## config.mk

```make
export PLATFORM = sky130hd
export DESIGN_NAME = tdr_pulse_gen_flat
export DESIGN_NICKNAME = d
export VERILOG_FILES = /design/src/rtl/tdr_pulse_if.sv /design/src/rtl/tdr_pulse_gen.sv /design/src/flat_wrapper.sv
export SDC_FILE = /design/constraint.sdc
export NUM_CORES = 1
export LEC_CHECK = 0
export CAP_MARGIN = 40
export CORE_MARGIN = 4
export CORE_UTILIZATION = 62
export DETAILED_ROUTE_END_ITERATION = 6
export HOLD_SLACK_MARGIN = 0.1
export PLACE_DENSITY = 0.94
export SLEW_MARGIN = 20
export SYNTH_ARGS = -nofsm -noshare
export SYNTH_HDL_FRONTEND = slang
export SYNTH_SLANG_ARGS = --single-unit
```

## constraint.sdc

```tcl
create_clock -name clk -period 5.2 [get_ports clk]
set_input_delay 1.3 -clock clk [delete_from_list [all_inputs] [get_ports clk]]
set_output_delay 1.3 -clock clk [all_outputs]
set_load 0.005 [all_outputs]
```

## src/rtl/tdr_pulse_if.sv

```systemverilog
// tdr_pulse_if: control/status bundle of the TDR pulse generator
// master drives trigger, abort and cfg_*; slave (the generator) drives pulse, sync, busy, done, err_cfg
interface tdr_pulse_if #(
    parameter int CNT_W   = 16,
    parameter int BURST_W = 8
);
    logic               trigger;
    logic               abort;
    logic [CNT_W-1:0]   cfg_width;
    logic [CNT_W-1:0]   cfg_period;
    logic [BURST_W-1:0] cfg_count;
    logic               pulse;
    logic               sync;
    logic               busy;
    logic               done;
    logic               err_cfg;
    modport master(output trigger, abort, cfg_width, cfg_period, cfg_count,
                   input pulse, sync, busy, done, err_cfg);
    modport slave(input trigger, abort, cfg_width, cfg_period, cfg_count,
                  output pulse, sync, busy, done, err_cfg);
endinterface

```

## src/rtl/tdr_pulse_gen.sv

```systemverilog
// tdr_pulse_gen: programmable burst pulse generator for TDR stimulus
// clk, rst (async, active-high); bus.slave: trigger/abort/cfg_* in, pulse/sync/busy/done/err_cfg out
module tdr_pulse_gen #(
    parameter int CNT_W   = 16,
    parameter int BURST_W = 8
) (
    input logic        clk,
    input logic        rst,
    tdr_pulse_if.slave bus
);
    typedef enum logic [1:0] {IDLE, PULSE, GAP} state_t;
    state_t             st, nxt;
    logic               trigger_d, trig_edge, cfg_ok, ld, sync_n, done_n, err_n;
    logic [CNT_W-1:0]   cyc, cyc_n, w, p;
    logic [BURST_W-1:0] pcnt, pcnt_n, c;
    assign trig_edge = bus.trigger & ~trigger_d;
    assign cfg_ok    = (bus.cfg_width != '0) && (bus.cfg_period > bus.cfg_width);
    always_comb begin
        nxt    = st;
        cyc_n  = cyc;
        pcnt_n = pcnt;
        ld     = 1'b0;
        sync_n = 1'b0;
        done_n = 1'b0;
        err_n  = 1'b0;
        case (st)
            IDLE: if (trig_edge && !bus.abort) begin
                if (cfg_ok) begin
                    nxt    = PULSE;
                    ld     = 1'b1;
                    cyc_n  = CNT_W'(1);
                    pcnt_n = BURST_W'(1);
                    sync_n = 1'b1;
                end else
                    err_n = 1'b1;
            end
            PULSE: begin
                cyc_n = cyc + CNT_W'(1);
                nxt   = (cyc == w) ? GAP : PULSE;
            end
            GAP: if (cyc == p) begin
                if (c == '0 || pcnt < c) begin
                    nxt    = PULSE;
                    cyc_n  = CNT_W'(1);
                    // saturating so continuous bursts never wrap
                    pcnt_n = pcnt + {{(BURST_W-1){1'b0}}, ~&pcnt};
                    sync_n = 1'b1;
                end else begin
                    nxt    = IDLE;
                    done_n = 1'b1;
                end
            end else
                cyc_n = cyc + CNT_W'(1);
            default: nxt = IDLE;
        endcase
        if (bus.abort && st != IDLE) begin
            nxt    = IDLE;
            sync_n = 1'b0;
            done_n = 1'b0;
        end
    end
    always_ff @(posedge clk or posedge rst) begin
        if (rst) begin
            st          <= IDLE;
            trigger_d   <= 1'b0;
            cyc         <= '0;
            pcnt        <= '0;
            w           <= '0;
            p           <= '0;
            c           <= '0;
            bus.pulse   <= 1'b0;
            bus.sync    <= 1'b0;
            bus.busy    <= 1'b0;
            bus.done    <= 1'b0;
            bus.err_cfg <= 1'b0;
        end else begin
            st          <= nxt;
            trigger_d   <= bus.trigger;
            cyc         <= cyc_n;
            pcnt        <= pcnt_n;
            w           <= ld ? bus.cfg_width : w;
            p           <= ld ? bus.cfg_period : p;
            c           <= ld ? bus.cfg_count : c;
            bus.pulse   <= nxt == PULSE;
            bus.sync    <= sync_n;
            bus.busy    <= nxt != IDLE;
            bus.done    <= done_n;
            bus.err_cfg <= err_n;
        end
    end
endmodule

```

## src/flat_wrapper.sv

```systemverilog
// flat-port wrapper written by rule: the top's interface ports become plain ports
module tdr_pulse_gen_flat 
#(
    parameter int CNT_W   = 16,
    parameter int BURST_W = 8
)
  (clk, rst, bus_trigger, bus_abort, bus_cfg_width, bus_cfg_period, bus_cfg_count, bus_pulse, bus_sync, bus_busy, bus_done, bus_err_cfg);
  tdr_pulse_if #(.CNT_W(CNT_W), .BURST_W(BURST_W)) bus_i ();
  input logic clk;
  input logic rst;
  input wire logic [$bits(bus_i.trigger)-1:0] bus_trigger;
  input wire logic [$bits(bus_i.abort)-1:0] bus_abort;
  input wire logic [$bits(bus_i.cfg_width)-1:0] bus_cfg_width;
  input wire logic [$bits(bus_i.cfg_period)-1:0] bus_cfg_period;
  input wire logic [$bits(bus_i.cfg_count)-1:0] bus_cfg_count;
  output wire logic [$bits(bus_i.pulse)-1:0] bus_pulse;
  output wire logic [$bits(bus_i.sync)-1:0] bus_sync;
  output wire logic [$bits(bus_i.busy)-1:0] bus_busy;
  output wire logic [$bits(bus_i.done)-1:0] bus_done;
  output wire logic [$bits(bus_i.err_cfg)-1:0] bus_err_cfg;
  assign bus_i.trigger = bus_trigger;
  assign bus_i.abort = bus_abort;
  assign bus_i.cfg_width = bus_cfg_width;
  assign bus_i.cfg_period = bus_cfg_period;
  assign bus_i.cfg_count = bus_cfg_count;
  assign bus_pulse = bus_i.pulse;
  assign bus_sync = bus_i.sync;
  assign bus_busy = bus_i.busy;
  assign bus_done = bus_i.done;
  assign bus_err_cfg = bus_i.err_cfg;
  tdr_pulse_gen #(.CNT_W(CNT_W), .BURST_W(BURST_W)) u_core (.clk(clk), .rst(rst), .bus(bus_i));
endmodule
```

==> results.ini, run 1 <==
[status]
outcome = finished clean

[synth]
ys.flop_type = dfrtp_1
synth_top_cell_area_share = 0.3927
synth.most_common_cell = dfrtp_1
synth_area_um2 = 4588
synth-edff-count = 0
ys_ff_latch = 72
syn_area_per_cell_um2 = 9.825
synthCells = 467
synthTopCellsByCount = dfrtp_1, inv_1, nand2_1
seq_area_frac_synth = 0.3927
synth_nets = 541
synth_cell_types = 64
yosys_warnings = 0
synthTopCellsByArea = dfrtp_1, ha_1, xnor2_1
yosysTopAreaCell = dfrtp_1
synthArstFlopShare = 1.000

[die]
start_util = 0.6360
coreArea_um2 = 7214
rows = 31
die_y_um = 94.03
die-area_um2 = 8841
io_pins = 49
die_x_um = 94.03

[finish]
design_area_um2 = 5384
n_antenna_cell = 0
nets = 587
area_growth_pct = 17.34
fin_cells = 617
layout-drive-gt1-share = 0.1274

[routing]
wire_per_inst_um = 18.89
drt_pass1_iterations = 5
wl_um = 11660
vias = 3869
drtIter0Drc = 356
drc = 0
antenna_left = 0
via_per_inst = 6.271

[sta]
max_freq_mhz = 245.9
finalSetupTns_ps = 0
finalHoldViolCount = 0
setup_viol = 0
finClkSkew_ps = 12.46
max-slew-margin-rel = 0.5577
min_period_over_period = 0.7820
finalCriticalPeriod_ps = 4066
worstMarginPinSlew_ps = 663.4
rsz0062_at_grt = no
slew_viol_final = 0

[place]
placed_cell_area_um2 = 5141
gp_congestion = 1.013
io_buffer_count = 48
hpwl_um = 9004
placed_cells = 600

[setup_path]
path_max_fanout = 18
cp.required_ps = 5440
rr_worst_depth = 8
startpoint_type = primary input
r2r_start = u_core.pcnt[2]
r2r_end = u_core.cyc[13]
critPathMaxStageDelay_ps = 550
crit_start = bus_cfg_width[15]
worst-r2r-setup-slack_ps = 2310
cp.arrival_ps = 4310
crit_chain = clkdlybuf4s50_1 > inv_1 > ha_1 > nand4_1 > or2_1 > o22ai_1 > o31a_1 > buf_4 > mux2_2
criticalPathCategory = primary input to flop
slowest_stage = o31a_1
crit_end = u_core.c[0]
endpoint_kind = flop

[cts]
numClockSinks = 72
clk_latency_ps = 360
htreeDepth = 3
cts_tree = yes
ctsHoldBuffers = 0
clk_pin_slew_ps = 70
root_buffer = clkbuf_8
postCtsSetupRepairBufs = 0
ctsResizeCount = 0
cts-buffers-inserted = 9
cts.path.max_buffers = 2

[hold_path]
holdPathStages = 2
hp-class = flop to flop

[global_routing]
grt_max_degree = 43
grt_first_pass_wirelength_um = 18890
grt_pass1_vias = 3994
antenna_found_initial = 0
grt_usage = 0.2796
gr-total-overflow = 0

[pwr]
p_leak_nw = 2.291
p_per_area_nw_per_um2 = 434.9
power.total_mw = 2.341
ir_worst_vdd_mv = 0.2502

[job]
maxCapViolCount = 0

layout by cell type, fill, tap and decap left out, drive strengths merged, types with 9 or more instances in the layout:
cell type,instances
mux2,18
dfrtp,72
a21oi,12
ha,30
inv,48
nand2,42
o21ai,30
nand4,16
clkbuf,11
o2bb2ai,10
xnor2,32
a211oi,12
clkdlybuf4s50,48
nor2,22
nand3,9
state kept, by name (all words and copies together), names as in the netlist:
name                cells
u_core.bus.sync         1
u_core.pcnt             8
u_core.p               16
u_core.st               2
u_core.w               16
u_core.trigger_d        1
u_core.bus.done         1
u_core.bus.busy         1
u_core.bus.pulse        1
u_core.cyc             16
u_core.bus.err_cfg      1
u_core.c                8
report_power, final:
part | internal [mW] | switching (mW)
logic | 0.415 | 0.466
registers | 0.754 | 0.189
clock network | 0.296 | 0.222
total | 1.46 | 0.877
per-layer routing:
layer	GRT usage	wire length [um]
met2	0.4483	5642
met1	0.3576	4823
met3	0.05048	780
met5	0	0
met4	0.1540	410
cells by family (layout without fill, tap and decap cells):
kind of cell    Yosys count  count (layout)  share of synthesized area
simple gates            131             131                     0.1522
compound gates          112             112                     0.1901
flops                    72              72                     0.3927
buf+inv                  71             122                    0.07090
xor+xnor                 32              32                    0.06599
fa+ha+maj                30              30                    0.08181
mux                      19              19                    0.04636
through the flow:
step           utilization  hold WS [ps]  worst slack, ps
2_1_floorplan            -         470.2             1707
3_3_place_gp        0.7083         487.7            746.0
3_5_place_dp        0.7126         498.2            796.1
4_1_cts             0.7445         514.1             1183
5_1_grt             0.7463         536.9             1014
6_report            0.7463         510.8             1134
critical path, delay by kind of cell:
| kind | cells | cell delay [ps] |
|---|---|---|
| multiplexers | 1 | 360 |
| buffers and inverters | 3 | 840 |
| adder cells (fa/ha/maj) | 1 | 320 |
| AND/OR/NAND/NOR | 2 | 430 |
| AO/OA/AOI/OAI | 2 | 1070 |
how the worst min path moves through the flow:
stage,startpoint,slack [ps],end
after detailed placement,u_core.p[9],500,u_core.p[9]
after floorplan,u_core.w[10],470,u_core.w[10]
after global placement,u_core.w[1],490,u_core.w[1]
final,u_core.w[8],510,u_core.w[8]
after CTS,u_core.p[9],510,u_core.p[9]
after global routing,u_core.w[8],540,u_core.w[8]
cell type report:
type / count / area, um2
sequential: 72 / 1802
fill: 472 / 1831
tap: 99 / 123.9
multi-input combinational: 324 / 2475
clock buffer: 11 / 151.4
inverter: 49 / 183.9
clock inverter: 5 / 78.83
timing repair buffer: 57 / 569.3
(Power assumes the default switching activity.)
==> inputs of run 2 (changes only) <==
--- a/config.mk
+++ b/config.mk
@@ -7,10 +7,10 @@
 export LEC_CHECK = 0
 export CAP_MARGIN = 40
 export CORE_MARGIN = 4
-export CORE_UTILIZATION = 62
+export CORE_UTILIZATION = 57
 export DETAILED_ROUTE_END_ITERATION = 6
 export HOLD_SLACK_MARGIN = 0.1
-export PLACE_DENSITY = 0.94
+export PLACE_DENSITY = 0.88
 export SLEW_MARGIN = 20
 export SYNTH_ARGS = -nofsm -noshare
 export SYNTH_HDL_FRONTEND = slang
==> constraint.sdc (replaced) <==
create_clock -name clk -period 4.25 [get_ports clk]
set_input_delay 1.0625 -clock clk [delete_from_list [all_inputs] [get_ports clk]]
set_output_delay 1.0625 -clock clk [all_outputs]
set_load 0.005 [all_outputs]
==> results.ini, run 2 (same netlist as run 1, synthesis figures left out) <==
[status]
outcome = finished clean

[cts]
cts-buffers-inserted = 9
ctsHoldBuffers = 0
cts_tree = yes
root_buffer = clkbuf_8
numClockSinks = 72
postCtsSetupRepairBufs = 0
clk_pin_slew_ps = 80
clk_latency_ps = 370
htreeDepth = 3
cts.path.max_buffers = 2
ctsResizeCount = 0

[sta]
min_period_over_period = 0.8725
rsz0062_at_grt = no
max-slew-margin-rel = 0.5008
finClkSkew_ps = 10.04
finalSetupTns_ps = 0
finalHoldViolCount = 0
setup_viol = 0
max_freq_mhz = 269.7
finalCriticalPeriod_ps = 3708
worstMarginPinSlew_ps = 745.5
slew_viol_final = 0

[finish]
layout-drive-gt1-share = 0.1324
reg.largest.list = u_core.cyc x16, u_core.p x16, u_core.w x16
final_common_cell = dfrtp_1
n_antenna_cell = 0
design_area_um2 = 5376
final_core_util = 0.6922
nets = 591
mostFrequentLayoutCells = dfrtp_1, clkdlybuf4s50_1, inv_1
area_growth_pct = 17.18

[place]
io_buffer_count = 48
gp_congestion = 0.9783
placed_cell_area_um2 = 5159
hpwl_um = 8663

[setup_path]
criticalPathCategory = primary input to flop
startpoint_type = primary input
worst-r2r-setup-slack_ps = 1170
r2r_end = u_core.cyc[14]
r2r_start = u_core.pcnt[1]
endpoint_kind = flop
path_max_fanout = 8
cp.required_ps = 4540
rr_worst_depth = 8
cp.arrival_ps = 4000

[global_routing]
gr-total-overflow = 0
antenna_found_initial = 0
grt_usage = 0.2520
grt_first_pass_wirelength_um = 19270
grt_max_degree = 49
grt_pass1_vias = 3852

[die]
die_x_um = 97.72
io_pins = 49
coreArea_um2 = 7767
rows = 32
die-area_um2 = 9549
start_util = 0.5907
die_y_um = 97.72

[routing]
drt_pass1_iterations = 5
antenna_left = 0
wl_um = 11720
vias = 3904
wire_per_inst_um = 18.81
drtIter0Drc = 324
drc = 0
via_per_inst = 6.266

[pwr]
p_per_area_nw_per_um2 = 520.4
ir_worst_vdd_mv = 0.2898
p_leak_nw = 2.285

[hold_path]
hp-class = flop to flop
hold_path_end = u_core.w[10]
holdPathStages = 2
min_from = u_core.w[10]

[job]
maxCapViolCount = 0

==> run 2: changes by cell type in the layout (fill, tap and decap cells not counted) <==
cell / before / now
buf_4: 6 / 12
clkinv_2: 2 / 0
clkinvlp_4: 0 / 2
buf_12: 1 / 0
buf_6: 1 / 0
bufinv_16: 2 / 1
==> run 2: final cells by class <==
type                       count  area [um2]
tap                          102       127.6
sequential                    72        1802
multi-input combinational    324        2475
clock inverter                 4       53.80
inverter                      49       183.9
timing repair buffer          61       583.1
fill                         573        2391
clock buffer                  11       151.4
==> run 2: how the worst max path moves through the flow <==
stage                endpoint  slack (ps)         startpoint
2_1_floorplan    u_core.p[10]         990  bus_cfg_width[15]
3_3_place_gp    u_core.cyc[8]         150  bus_cfg_width[15]
3_5_place_dp   u_core.cyc[14]         190  bus_cfg_width[15]
4_1_cts        u_core.cyc[14]         530  bus_cfg_width[15]
5_1_grt        u_core.cyc[14]         300   bus_cfg_width[5]
6_report       u_core.cyc[14]         540  bus_cfg_width[15]
==> run 2: where the power goes <==
part	switching, mW	internal (mW)	leakage, nW	total, mW
Clock	0.276	0.301	0.0976	0.577
Combinational	0.562	0.506	1.26	1.07
Sequential	0.230	0.922	0.922	1.15
==> run 2: critical path, stage by stage <==
cell	delay [ps]
clkdlybuf4s50_1	490
inv_1	80
ha_1	320
nand4_1	170
or2_1	290
a211oi_2	340
o311ai_4	150
nor3b_2	650
buf_4	300
o2bb2ai_1	140
==> run 2: metal layers <==
layer  vias up  global-route usage  wire [um]
li1       1775                   -          -
met1      1904              0.3329       4828
met2       188              0.4075       5625
met3        37             0.03661        844
met4         0              0.1225        422
met5         -                   0          0
==> run 2: per-stage QoR <==
| stage | cells | power, mW | setup slack, ps | hold WS, ps |
|---|---|---|---|---|
| after floorplan | 467 | 1.845 | 994.3 | 470.2 |
| after global placement | 606 | 2.108 | 149.0 | 483.7 |
| after detailed placement | 607 | 2.190 | 186.9 | 494.1 |
| after CTS | 622 | 2.771 | 525.6 | 509.9 |
| after global routing | 623 | 2.966 | 297.9 | 526.2 |
| final | 623 | 2.798 | 541.8 | 510.3 |
